===== src/rtl/dmem_arb_pkg.sv =====
// Shared definitions for the data-memory arbiter.
//   state_t  : arbiter FSM state encoding (IDLE is all-zero)
//   PORT_CPU : index of the CPU load/store requester
//   PORT_DBG : index of the debug/loader requester
//   LAT_W    : width of the memory latency counter (covers MEM_LAT 1..7)
package dmem_arb_pkg;

   typedef enum logic [1:0] {
      IDLE  = 2'd0,
      ISSUE = 2'd1,
      WAIT  = 2'd2,
      DONE  = 2'd3
   } state_t;

   localparam logic PORT_CPU = 1'b0;
   localparam logic PORT_DBG = 1'b1;

   localparam int LAT_W = 3;

endpackage


===== src/rtl/dmem_arb_pick.sv =====
// Combinational grant selection for the two data-memory requesters.
// Build option: DMEM_ARB_RR_EN selects round-robin (pointer names the
// preferred port when both are valid); otherwise port 1 has fixed priority.
//   valid0, valid1 : request valids of port 0 / port 1
//   ptr            : preferred port (only present with DMEM_ARB_RR_EN)
//   gnt0, gnt1     : one-hot (or zero) grant
module dmem_arb_pick (
   input  logic valid0,
   input  logic valid1,
`ifdef DMEM_ARB_RR_EN
   input  logic ptr,
`endif
   output logic gnt0,
   output logic gnt1
);

`ifdef DMEM_ARB_RR_EN
   // A lone requester always wins; on contention the pointer decides.
   assign gnt1 = valid1 & (~valid0 | ptr);
   assign gnt0 = valid0 & (~valid1 | ~ptr);
`else
   assign gnt1 = valid1;
   assign gnt0 = valid0 & ~valid1;
`endif

endmodule


===== src/rtl/dmem_arbiter.sv =====
// Two-port arbiter in front of a single-port data memory with a fixed read
// latency of MEM_LAT cycles. Port 0 is the CPU path, port 1 the debug/loader
// path. Each access runs IDLE -> ISSUE -> WAIT (MEM_LAT cycles) -> DONE.
// Build option: DMEM_ARB_RR_EN enables round-robin arbitration (default is
// fixed priority, port 1 first).
//
// Handshake: a request transfers in a cycle where reqN_valid & reqN_ready are
// both high. The requester keeps valid/we/addr/wdata stable until then; a
// valid dropped before ready is simply forgotten. ready is only ever high in
// IDLE (and never while rst is high). rspN_valid is a single-cycle strobe,
// and rspN_rdata holds until that port's next response (0 for writes).
//
// Ports:
//   clk, rst                 : clock, synchronous active-high reset
//   req{0,1}_valid/we/addr/wdata, req{0,1}_ready : request channels
//   rsp{0,1}_valid/rdata     : response channels
//   mem_en/we/addr/wdata, mem_rdata : memory side
//   busy                     : FSM not in IDLE
//   dbg_state                : current FSM state, for observation
module dmem_arbiter
   import dmem_arb_pkg::*;
#(
   parameter int ADDR_W  = 32,
   parameter int DATA_W  = 32,
   parameter int MEM_LAT = 2
) (
   input  logic              clk,
   input  logic              rst,
   input  logic              req0_valid,
   input  logic              req0_we,
   input  logic [ADDR_W-1:0] req0_addr,
   input  logic [DATA_W-1:0] req0_wdata,
   output logic              req0_ready,
   output logic              rsp0_valid,
   output logic [DATA_W-1:0] rsp0_rdata,
   input  logic              req1_valid,
   input  logic              req1_we,
   input  logic [ADDR_W-1:0] req1_addr,
   input  logic [DATA_W-1:0] req1_wdata,
   output logic              req1_ready,
   output logic              rsp1_valid,
   output logic [DATA_W-1:0] rsp1_rdata,
   output logic              mem_en,
   output logic              mem_we,
   output logic [ADDR_W-1:0] mem_addr,
   output logic [DATA_W-1:0] mem_wdata,
   input  logic [DATA_W-1:0] mem_rdata,
   output logic              busy,
   output state_t            dbg_state
);

   if (MEM_LAT < 1 || MEM_LAT > 7) begin : g_lat_check
      $error("dmem_arbiter: MEM_LAT must be in 1..7");
   end

   state_t            state;
   logic              owner_q;
   logic              we_q;
   logic [ADDR_W-1:0] addr_q;
   logic [DATA_W-1:0] wdata_q;
   logic [LAT_W-1:0]  lat_cnt;
   logic              gnt0, gnt1;
   logic              acc0, acc1;
   logic              can_accept;

`ifdef DMEM_ARB_RR_EN
   logic ptr_q;

   dmem_arb_pick u_pick (
      .valid0 (req0_valid),
      .valid1 (req1_valid),
      .ptr    (ptr_q),
      .gnt0   (gnt0),
      .gnt1   (gnt1)
   );
`else
   dmem_arb_pick u_pick (
      .valid0 (req0_valid),
      .valid1 (req1_valid),
      .gnt0   (gnt0),
      .gnt1   (gnt1)
   );
`endif

   assign can_accept = (state == IDLE) && !rst;
   assign req0_ready = can_accept & gnt0;
   assign req1_ready = can_accept & gnt1;
   assign acc0       = req0_valid & req0_ready;
   assign acc1       = req1_valid & req1_ready;

   assign busy      = (state != IDLE);
   assign dbg_state = state;
   assign mem_en    = (state == ISSUE);
   assign mem_we    = (state == ISSUE) & we_q;
   // The bus shows the latched access for its whole lifetime, zero when idle.
   assign mem_addr  = busy ? addr_q  : '0;
   assign mem_wdata = busy ? wdata_q : '0;

   always_ff @(posedge clk) begin
      if (rst) begin
         state      <= IDLE;
         owner_q    <= PORT_CPU;
         we_q       <= 1'b0;
         addr_q     <= '0;
         wdata_q    <= '0;
         lat_cnt    <= '0;
         rsp0_valid <= 1'b0;
         rsp1_valid <= 1'b0;
         rsp0_rdata <= '0;
         rsp1_rdata <= '0;
`ifdef DMEM_ARB_RR_EN
         ptr_q      <= PORT_CPU;
`endif
      end else begin
         rsp0_valid <= 1'b0;
         rsp1_valid <= 1'b0;
         case (state)
            IDLE: begin
               if (acc0 || acc1) begin
                  owner_q <= acc1 ? PORT_DBG : PORT_CPU;
                  we_q    <= acc1 ? req1_we    : req0_we;
                  addr_q  <= acc1 ? req1_addr  : req0_addr;
                  wdata_q <= acc1 ? req1_wdata : req0_wdata;
`ifdef DMEM_ARB_RR_EN
                  // Prefer the port that lost (or did not ask) this time.
                  ptr_q   <= acc0;
`endif
                  state   <= ISSUE;
               end
            end
            ISSUE: begin
               lat_cnt <= LAT_W'(MEM_LAT - 1);
               state   <= WAIT;
            end
            WAIT: begin
               if (lat_cnt == '0) begin
                  // Writes return zero so stale bus data never leaks out.
                  if (owner_q == PORT_DBG) begin
                     rsp1_rdata <= we_q ? '0 : mem_rdata;
                     rsp1_valid <= 1'b1;
                  end else begin
                     rsp0_rdata <= we_q ? '0 : mem_rdata;
                     rsp0_valid <= 1'b1;
                  end
                  state <= DONE;
               end else begin
                  lat_cnt <= lat_cnt - LAT_W'(1);
               end
            end
            DONE: begin
               state <= IDLE;
            end
            default: begin
               state <= IDLE;
            end
         endcase
      end
   end

endmodule


===== config.mk =====
export PLATFORM = sky130hd
export DESIGN_NAME = dmem_arbiter
export DESIGN_NICKNAME = d
export VERILOG_FILES = /design/src/rtl/dmem_arb_pkg.sv /design/src/rtl/dmem_arb_pick.sv /design/src/rtl/dmem_arbiter.sv
export SDC_FILE = /design/constraint.sdc
export NUM_CORES = 1
export LEC_CHECK = 0
export BUFFER_PORTS_ARGS = -buffer_cell sky130_fd_sc_hd__buf_2
export CAP_MARGIN = 20
export CELL_PAD_IN_SITES_DETAIL_PLACEMENT = 0
export CELL_PAD_IN_SITES_GLOBAL_PLACEMENT = 1
export CORE_MARGIN = 5
export CORE_UTILIZATION = 31
export CTS_BUF_LIST = sky130_fd_sc_hd__clkbuf_4 sky130_fd_sc_hd__clkbuf_8
export DETAILED_ROUTE_END_ITERATION = 10
export GPL_TIMING_DRIVEN = 0
export PLACE_DENSITY_LB_ADDON = 0.1
export SLEW_MARGIN = 20
export SYNTH_ARGS = -nofsm -noshare
export SYNTH_HDL_FRONTEND = slang
export SYNTH_SLANG_ARGS = --single-unit

===== constraint.sdc =====
create_clock -name clk -period 1.6 [get_ports clk]
set_clock_uncertainty 0.05 [all_clocks]
set_input_delay 0.08 -clock clk [delete_from_list [all_inputs] [get_ports clk]]
set_output_delay 0.08 -clock clk [all_outputs]
set_load 0.03 [all_outputs]

Yosys cells after proc, flatten, opt, wreduce, memory -nomap -nowiden

Cells that the tools add are included.

Register bits: 137
Input port bits: 166
Output and inout bits: 137

Add/sub/neg operators: 1
Equal/unequal tests: 6
Muxes and demuxes: 14
Bitwise gates (word level): 10
Reductions and logical operators: 13

Operators with widths:

| cell                                                  | count |
|---|---|
| two-way mux 32 bit                                    | 5 |
| one-hot mux 2 bit (4 select lines)                    | 1 |
| AND 1 bit                                             | 6 |
| one-hot mux 3 bit (2 select lines)                    | 1 |
| AND reduction 2 bit                                   | 3 |
| AND reduction 3 bit                                   | 2 |
| equality test 2 bit, second input constant            | 2 |
| two-way mux 1 bit                                     | 4 |
| two-way mux 2 bit                                     | 2 |
| inequality test 2 bit, second input constant          | 2 |
| NOT 1 bit                                             | 4 |
| nonzero test 2 bit                                    | 2 |
| zero test 3 bit                                       | 1 |
| two-way mux 3 bit                                     | 1 |
| OR reduction 3 bit                                    | 1 |
| subtractor 3 x 1 -> 3 bit, second input constant      | 1 |
| equality test 2 x 1 -> 1 bit, second input constant   | 1 |
| zero test 2 bit                                       | 1 |
| inequality test 2 x 1 -> 1 bit, second input constant | 1 |
| logical AND 1 bit                                     | 1 |
| zero test 1 bit                                       | 1 |
| logical OR 1 bit                                      | 1 |

Logic depth before layout (Yosys ltp)

Gate-level depths: netlist (run 1).

Depth after elaboration: 7
Gate-level depth with buffers: 8
Mapped depth without buffers: 6

Hierarchy

Synthesis (run 1) repeated with hierarchy kept, for this count alone.

Cell total of the unflattened synthesis: 807
Area, all modules: 6447.4 sq um

Modules (own cells, without submodules):

| module        | times used | cells each | area an instance (sq um) | sequential area each (sq um) |
|---|---|---|---|---|
| dmem_arbiter  | 1          | 805        | 6426.2                   | 2742.6 |
| dmem_arb_pick | 1          | 2          | 21.3                     | 0.0 |

Least setup slack after synthesis (run 1)

OpenSTA, ideal clock, no wires.

Path kind: register to output
Start: reg state[0] (netlist: dbg_state[0])
End: out mem_addr[12]
Arrival: 1740 ps
Slack: -270 ps
Stages on the path, launching flop included: 6
Path buffers: 2
Cells stage by stage: dfxtp_1 > inv_1 > ha_1 > clkbuf_1 > clkbuf_1 > nor2b_1

Cells in the longest elaborated chain, start to end: 2

Ends and longest elaborated chain:

| element                | RTL line            | source |
|---|---|---|
| start, declared        | dmem_arbiter.sv:56  | `state_t state;` |
| start signal, assigned | dmem_arbiter.sv:101 | `state <= IDLE;` |
| start signal, assigned | dmem_arbiter.sv:128 | `state <= ISSUE;` |
| start signal, assigned | dmem_arbiter.sv:133 | `state <= WAIT;` |
| nonzero test 2 bit     | dmem_arbiter.sv:91  | `assign busy = (state != IDLE);` |
| two-way mux 32 bit     | dmem_arbiter.sv:96  | `assign mem_addr = busy ? addr_q : '0;` |
| end, declared          | dmem_arbiter.sv:45  | `output logic [ADDR_W-1:0] mem_addr,` |

Every way passes these cells.

Worst setup path in the final report (run 1)

Start: reg state[0] (netlist: dbg_state[0])
End: out mem_wdata[25]

Cells in the longest elaborated chain, start to end: 2

Ends and longest elaborated chain:

| element            | RTL line           | source |
|---|---|---|
| nonzero test 2 bit | dmem_arbiter.sv:91 |  |
| two-way mux 32 bit | dmem_arbiter.sv:97 | `assign mem_wdata = busy ? wdata_q : '0;` |
| end, declared      | dmem_arbiter.sv:46 | `output logic [DATA_W-1:0] mem_wdata,` |

Every way passes these cells.

==> impl_results.md, run 1 <==
- Routed via count: 7032
- Hold Fails Final Rpt: 0
- Clock buffer count from CTS: 17
- Seq. cell area: 0.00275 mm^2
- First-pass GRT wire length: 37.5 mm
- Pwr Total: 17.3 mW
- Chip Width: 154 um
- Crit path max-delay cell type: dfxtp_4
- Mapped Area: 0.00644 mm^2
- Vias in the first global route: 7100
- Critical path launch point: dbg_state[0]$_SDFFE_PP0P_
- Reg clk slew, reported paths: 0.09 ns
- Initial antenna violation count: 0
- Most frequent cell after synthesis: dfxtp_1
- Critical register-to-register path startpoint: dbg_state[0]$_SDFFE_PP0P_
- Share of the synthesized area in the top cell type: 0.426
- Endpoints failing setup: 98
- Initial drt markers: 188
- Leakage: 5.18 nW
- Crit path largest cell delay: 0.37 ns
- Fin util: 0.598
- Setup total negative slack: -10.53 ns
- Top area cells in the synthesized netlist: dfxtp_1 43%, mux2i_1 10%, nor2b_1 9.3%
- Critical path's top delay family: buffers and inverters
- CP Data Arrival Time: 1.67 ns
- Largest net degree at the start of global routing: 17
- Final worst slack: -0.203 ns
- CP Buf/Inv Count: 4
- # IOs: 303
- Slew Viols, Final: 0
- CP max FO: 8
- Core Area: 0.0204 mm^2
- Fillers: 1799
- Vias/cell: 4.64
- Nets: 1403
- Top post-synthesis cells by count: 137 x dfxtp_1, 131 x nand2_1, 119 x a21oi_1
- Final HPWL DP: 16.9 mm
- ANT cells: 0
- Worst-Skew Late Latency: 0.44 ns
- Die Y: 154 um
- Crit path kind: flip-flop to primary output
- Maximum VDD drop: 0.000722 V
- HP Start: req1_addr[25]
- GPL Wtd Cong: 0.711
- All-layer global routing usage: 0.195
- Number of flops mapped to enable cells by yosys: 0
- Async SR Flop Fraction: 0
- Die area: 0.0237 mm^2
- First drt pass iteration count: 4
- RSZ-0062 raised after global routing: yes
- Status: finished, violations left
- Dpl ws: -0.526 ns
- Hold Crit Class: input pin to flip-flop
- TritonCTS clock tree: built
- H-tree lvl count: 4
- Final ANT Viol Nets: 0
- Critical path data required time: 1.47 ns
- Post-synthesis cell type count: 31
- Starting Density: 0.316
- Clk root buf: clkbuf_8
- Slew @ Worst Pin: 0.734 ns
- Drt wl/cell: 16.5 um
- Area delta synth->final: 89.3%
- Max-capacitance violation count: 0
- FF+latch count, synth: 137
- Main synth FF type: dfxtp_1
- Cells along the critical path: inv_4 -> ha_4 -> clkbuf_16 -> clkbuf_16 -> nor2b_4 -> buf_6
- Synth warn: 0
- Clock sink count: 137
- Clk buf depth: 2
- CP dominant cell by count: clkbuf_16
- Power Density: 1420 mW/mm^2
- Tmin final: 1.80 ns
- Worst Setup End Kind: primary output
- Synth Area per Inst: 8.80 um^2
- Rows: 52
- Non-filler instance count after layout: 1515
- Multi-input gate area: 0.00408 mm^2
- Sequential share of the synthesized area: 0.426
- Mapped Nets: 902
- # port buffers: 300
- FMAX: 555 MHz
- Area leader, netlist: dfxtp_1
- Violated checks: negative setup slack
- WL final: 24.9 mm
- CP Launch Type: flip-flop
- Syn Inst Count: 731
- Share of layout cells above drive strength 1: 0.488
- Rel. slew slack: 0.511
- DR DRC count: 0
- Crit share post-route: 1.13
- Global route overflow: 0
- Cells after DPL: 1301
[metrics by stage]
| stage | instance area, um^2 | hold WS, ns |
|---|---|---|
| final | 12200 | 0.0133 |
| after global routing | 12200 | 0.0162 |
| after CTS | 11200 | 0.000764 |
| after detailed placement | 8430 | 0.389 |
| after global placement | 8430 | 0.387 |
| after floorplan | 6590 | 0.265 |
[area by class of cell]
cell class                 instances  share of cell area
buffer                            66              0.0562
clock buffer                      17              0.0192
clock inverter                    15              0.0156
inverter                           7             0.00257
multi-input combinational        518               0.335
sequential                       137               0.226
tap                              270              0.0277
timing repair buffer             485               0.318
[layer usage]
| metal | wire (um) | GRT usage | share of wire | vias up |
|---|---|---|---|---|
| li1 | - | - | - | 3506 |
| met1 | 10300 | 0.232 | 0.41 | 3302 |
| met2 | 12700 | 0.346 | 0.51 | 207 |
| met3 | 1700 | 0.0590 | 0.068 | 17 |
| met4 | 276 | 0.0408 | 0.011 | 0 |
| met5 | 0 | 0 | 0 | - |
[path summary, 6_finish.rpt]
path,endpoint,slack [ns],depth (start not counted)
worst max-delay path,mem_wdata[25],-0.20,6
worst min-delay path,addr_q[25]$_SDFFE_PP0P_,0.01,3
worst max register to register,addr_q[15]$_SDFFE_PP0P_,-0.05,9
worst min register to register,rsp1_rdata[11]$_SDFFE_PP0P_,0.40,2
[cell usage in the layout, fill, tap and decap left out, drive strengths merged]
cell type / Yosys / layout
a21oi: 129 / 129
ha: 5 / 5
a31oi: 2 / 2
and2: 2 / 2
dlygate4sd3: 0 / 147
clkinvlp: 0 / 3
buf: 43 / 376
nor3: 1 / 1
clkbuf: 26 / 45
mux2i: 66 / 66
clkinv: 0 / 3
o21bai: 1 / 1
nand3b: 1 / 1
or2: 1 / 1
nor2: 5 / 5
nor2b: 97 / 97
a211oi: 65 / 65
nand3: 2 / 2
o221a: 1 / 1
inv: 7 / 13
dfxtp: 137 / 137
bufinv: 0 / 3
nand2: 131 / 131
nor3b: 2 / 2
and3b: 2 / 2
o211a: 1 / 1
a21boi: 1 / 1
and3: 1 / 1
nand2b: 2 / 2
[cell families after synthesis]
family | synth area share
compound gates | 0.213
fa+ha+maj | 0.00972
buf+inv | 0.0595
flops | 0.426
mux | 0.103
simple gates | 0.189
[registers in the layout, indices dropped and copies added (netlist names)]
register / flops
owner_q: 1
wdata_q: 32
addr_q: 32
rsp0_rdata: 32
rsp1_valid: 1
we_q: 1
rsp1_rdata: 32
rsp0_valid: 1
dbg_state: 2
lat_cnt: 3
[worst register-to-register path, delay by kind of cell, from the launching register on]
family,cells,cell delay [ns]
AND/OR/NAND/NOR,1,0.14
flip-flops,1,0.37
adder cells (fa/ha/maj),1,0.17
buffers and inverters,5,0.61
AO/OA/AOI/OAI,2,0.17
[power breakdown]
group	total (mW)	switching (mW)	internal, mW	leakage, nW
Sequential	4.43	0.386	4.05	1.12
Combinational	9.73	5.00	4.73	3.86
Clock	3.13	1.55	1.58	0.206
[repair_timing]
action                                  CTS  global route
endpoints found under the setup margin  200           195
endpoints found under the hold margin   120             4
pin swaps                                 3            25
buffers inserted                         13            11
hold buffers                            141             6
resized for setup                       221           178
gates cloned                              3            12
Power figures use the tool's default switching activity.
==> run 2: changes to the inputs <==
--- a/config.mk
+++ b/config.mk
@@ -15,6 +15,7 @@
 export DETAILED_ROUTE_END_ITERATION = 10
 export GPL_TIMING_DRIVEN = 0
 export PLACE_DENSITY_LB_ADDON = 0.1
+export SKIP_LAST_GASP = 1
 export SLEW_MARGIN = 20
 export SYNTH_ARGS = -nofsm -noshare
 export SYNTH_HDL_FRONTEND = slang
==> run 2 against run 1 <==
  * The flow still finishes with violations (negative setup slack)
  * Sequential share of layout area up 0.15 points
  * Critical endpoint unchanged
  * Worst hold slack better by 0.0074 ns
  * Combinational power is 0.6% lower
  * First-iteration DRC count rose by 4.8%
  * Non-clock buffer count is the same
  * Global-route usage did not move
  * Flip-flop and latch count stayed put
  * Routed wire length is essentially flat
  * Cell count is the same
  * Fmax about the same
  * Die area did not move
==> impl_results.md, run 2 (same netlist as run 1, synthesis figures left out) <==
- Status: finished, violations left
- Violated checks: negative setup slack
- Global route overflow: 0 (unchanged)
- Crit path largest cell delay: 0.37 ns (about the same)
- Hold Crit Class: input pin to flip-flop
- H-tree lvl count: 4 (unchanged)
- Tmin final: 1.80 ns (-0.000845 ns)
- CP max FO: 8 (unchanged)
- Met2 wire len: 12.7 mm (about the same)
- Clk root buf: clkbuf_8
- Final ANT Viol Nets: 0 (unchanged)
- Crit path max-delay cell type: dfxtp_4
- M1 wire length: 10.4 mm (+0.89%)
- FF-to-FF setup slack: -0.08 ns (-0.03 ns)
- Clock sink count: 137 (unchanged)
- Rel. slew slack: 0.501 (-0.0103)
- Cells along the critical path: inv_4 -> ha_4 -> clkbuf_16 -> clkbuf_16 -> nor2b_4 -> buf_6
- # IOs: 303 (unchanged)
- All-layer global routing usage: 0.195 (unchanged)
- Starting Density: 0.316 (unchanged)
- Largest net degree at the start of global routing: 17 (unchanged)
- FMAX: 555 MHz (about the same)
- Maximum VDD drop: 0.000722 V (about the same)
- Worst Setup End Kind: primary output
- GPL Wtd Cong: 0.711 (unchanged)
- First drt pass iteration count: 4 (unchanged)
- Critical path's top delay family: buffers and inverters
- Die Y: 154 um (unchanged)
- Reg clk slew, reported paths: 0.09 ns (about the same)
- Fin util: 0.594 (-0.00387)
- Placed inst area: 0.00843 mm^2 (unchanged)
- Max-capacitance violation count: 0 (unchanged)
- Worst-Skew Late Latency: 0.43 ns (about the same)
- Slew @ Worst Pin: 0.749 ns (+0.0154 ns)
- Chip Width: 154 um (unchanged)
- Leakage: 5.17 nW (-0.23%)
- Vias/cell: 4.62 (-0.54%)
- TritonCTS clock tree: built
- CP Data Arrival Time: 1.67 ns (about the same)
- Metal3 WL: 1.66 mm (-2.6%)
- ANT cells: 0 (unchanged)
- Die area: 0.0237 mm^2 (unchanged)
- First-pass GRT wire length: 37.5 mm (unchanged)
- Crit share post-route: 1.13 (about the same)
- Rows: 52 (unchanged)
- Power Density: 1420 mW/mm^2 (+0.15%)
- Most common cell after layout, fill and taps aside: buf_2
- Drt wl/cell: 16.4 um (about the same)
- Share of layout cells above drive strength 1: 0.471 (-0.0169)
- Endpoints failing setup: 92 (-6.1%)
- CP dominant cell by count: clkbuf_16
- DR top layer: met4
- CP Launch Type: flip-flop
- # port buffers: 300 (unchanged)
- Fillers: 1812 (+0.72%)
- Area delta synth->final: 88.1%
- DR DRC count: 0 (unchanged)
- Clk buf depth: 2 (unchanged)
- Multi-input gate area: 0.00400 mm^2 (-1.8%)
- Most frequent cells in the layout: 239 x buf_2, 147 x dlygate4sd3_1, 133 x dfxtp_1, 119 x nand2_1, 92 x a21oi_1
- Critical path data required time: 1.47 ns (about the same)
- RSZ-0062 raised after global routing: yes
- Initial antenna violation count: 0 (unchanged)
- Clock buffer count from CTS: 17 (unchanged)
- Nets: 1403 (unchanged)
- Crit path kind: flip-flop to primary output
- Hold Fails Final Rpt: 0 (unchanged)
- Initial drt markers: 197 (+4.8%)
- Cell area after layout: 0.0121 mm^2 (-0.65%)
- WL final: 24.9 mm (about the same)
- Vias in the first global route: 7100 (unchanged)
- Final worst slack: -0.202 ns (+0.000845 ns)
- Slew Viols, Final: 0 (unchanged)
- Seq. cell area: 0.00275 mm^2 (unchanged)
- Routed via count: 6994 (-0.54%)
- CP Buf/Inv Count: 4 (unchanged)
- Final HPWL DP: 16.9 mm (unchanged)
- Core Area: 0.0204 mm^2 (unchanged)
[run 2: cell counts in the layout (fill, tap and decap cells not counted)]
Identical to the previous run, type by type.
[run 2: tightest hold or removal path, stage by stage]
cell      delay [ns]
buf_2           0.08
mux2i_1         0.09
a211oi_2        0.22
[run 2: worst paths after layout]
path | endpoint | cells past startpoint | start
setup / recovery | mem_wdata[25] | 6 | dbg_state[0]$_SDFFE_PP0P_
hold / removal | addr_q[25]$_SDFFE_PP0P_ | 3 | req1_addr[25]
setup reg to reg | addr_q[7]$_SDFFE_PP0P_ | 9 | dbg_state[0]$_SDFFE_PP0P_
hold reg to reg | rsp1_rdata[11]$_SDFFE_PP0P_ | 2 | rsp1_rdata[11]$_SDFFE_PP0P_
[run 2: metrics by stage]
step / hold slack [ns] / setup slack, ns / cells / total power [mW] / TNS, ns
3_3_place_gp: 0.387 / -0.522 / 1301 / 10.3 / -52.67
3_5_place_dp: 0.389 / -0.526 / 1301 / 10.3 / -53.42
6_report: 0.0207 / -0.202 / 1515 / 17.2 / -10.65
4_1_cts: 0.000764 / -0.228 / 1488 / 15.8 / -12.36
5_1_grt: 0.0162 / -0.284 / 1515 / 18.1 / -21.65
2_1_floorplan: 0.265 / -0.00203 / 731 / 8.55 / -0.0406
[run 2: timing repair]
action,in CTS,in global routing
endpoints found under the hold margin,120,4
setup endpoints to repair,200,195
hold buffers,141,6
setup buffers,13,11
resized for setup,220,158
pin swaps,3,17
cloned,3,12
[run 2: final cells by class]
type,count,share of cell area
Inverter,7,0.00258
Clock buffer,17,0.0193
Buffer,66,0.0562
Clock inverter,15,0.0157
Timing Repair Buffer,485,0.320
Multi-Input combinational cell,518,0.331
Sequential cell,137,0.227
Tap cell,270,0.0279
[run 2: report_power, final]
| group | switching [mW] | internal [mW] | leakage, nW |
|---|---|---|---|
| combinational | 4.97 | 4.70 | 3.84 |
| clock | 1.54 | 1.58 | 0.206 |
| sequential | 0.373 | 4.05 | 1.12 |
[run 2: routing by layer]
layer  track usage  vias to the layer above
met5             0                        -
met4        0.0408                        0
met3        0.0590                       15
met2         0.346                      201
met1         0.232                     3267
li1              -                     3511
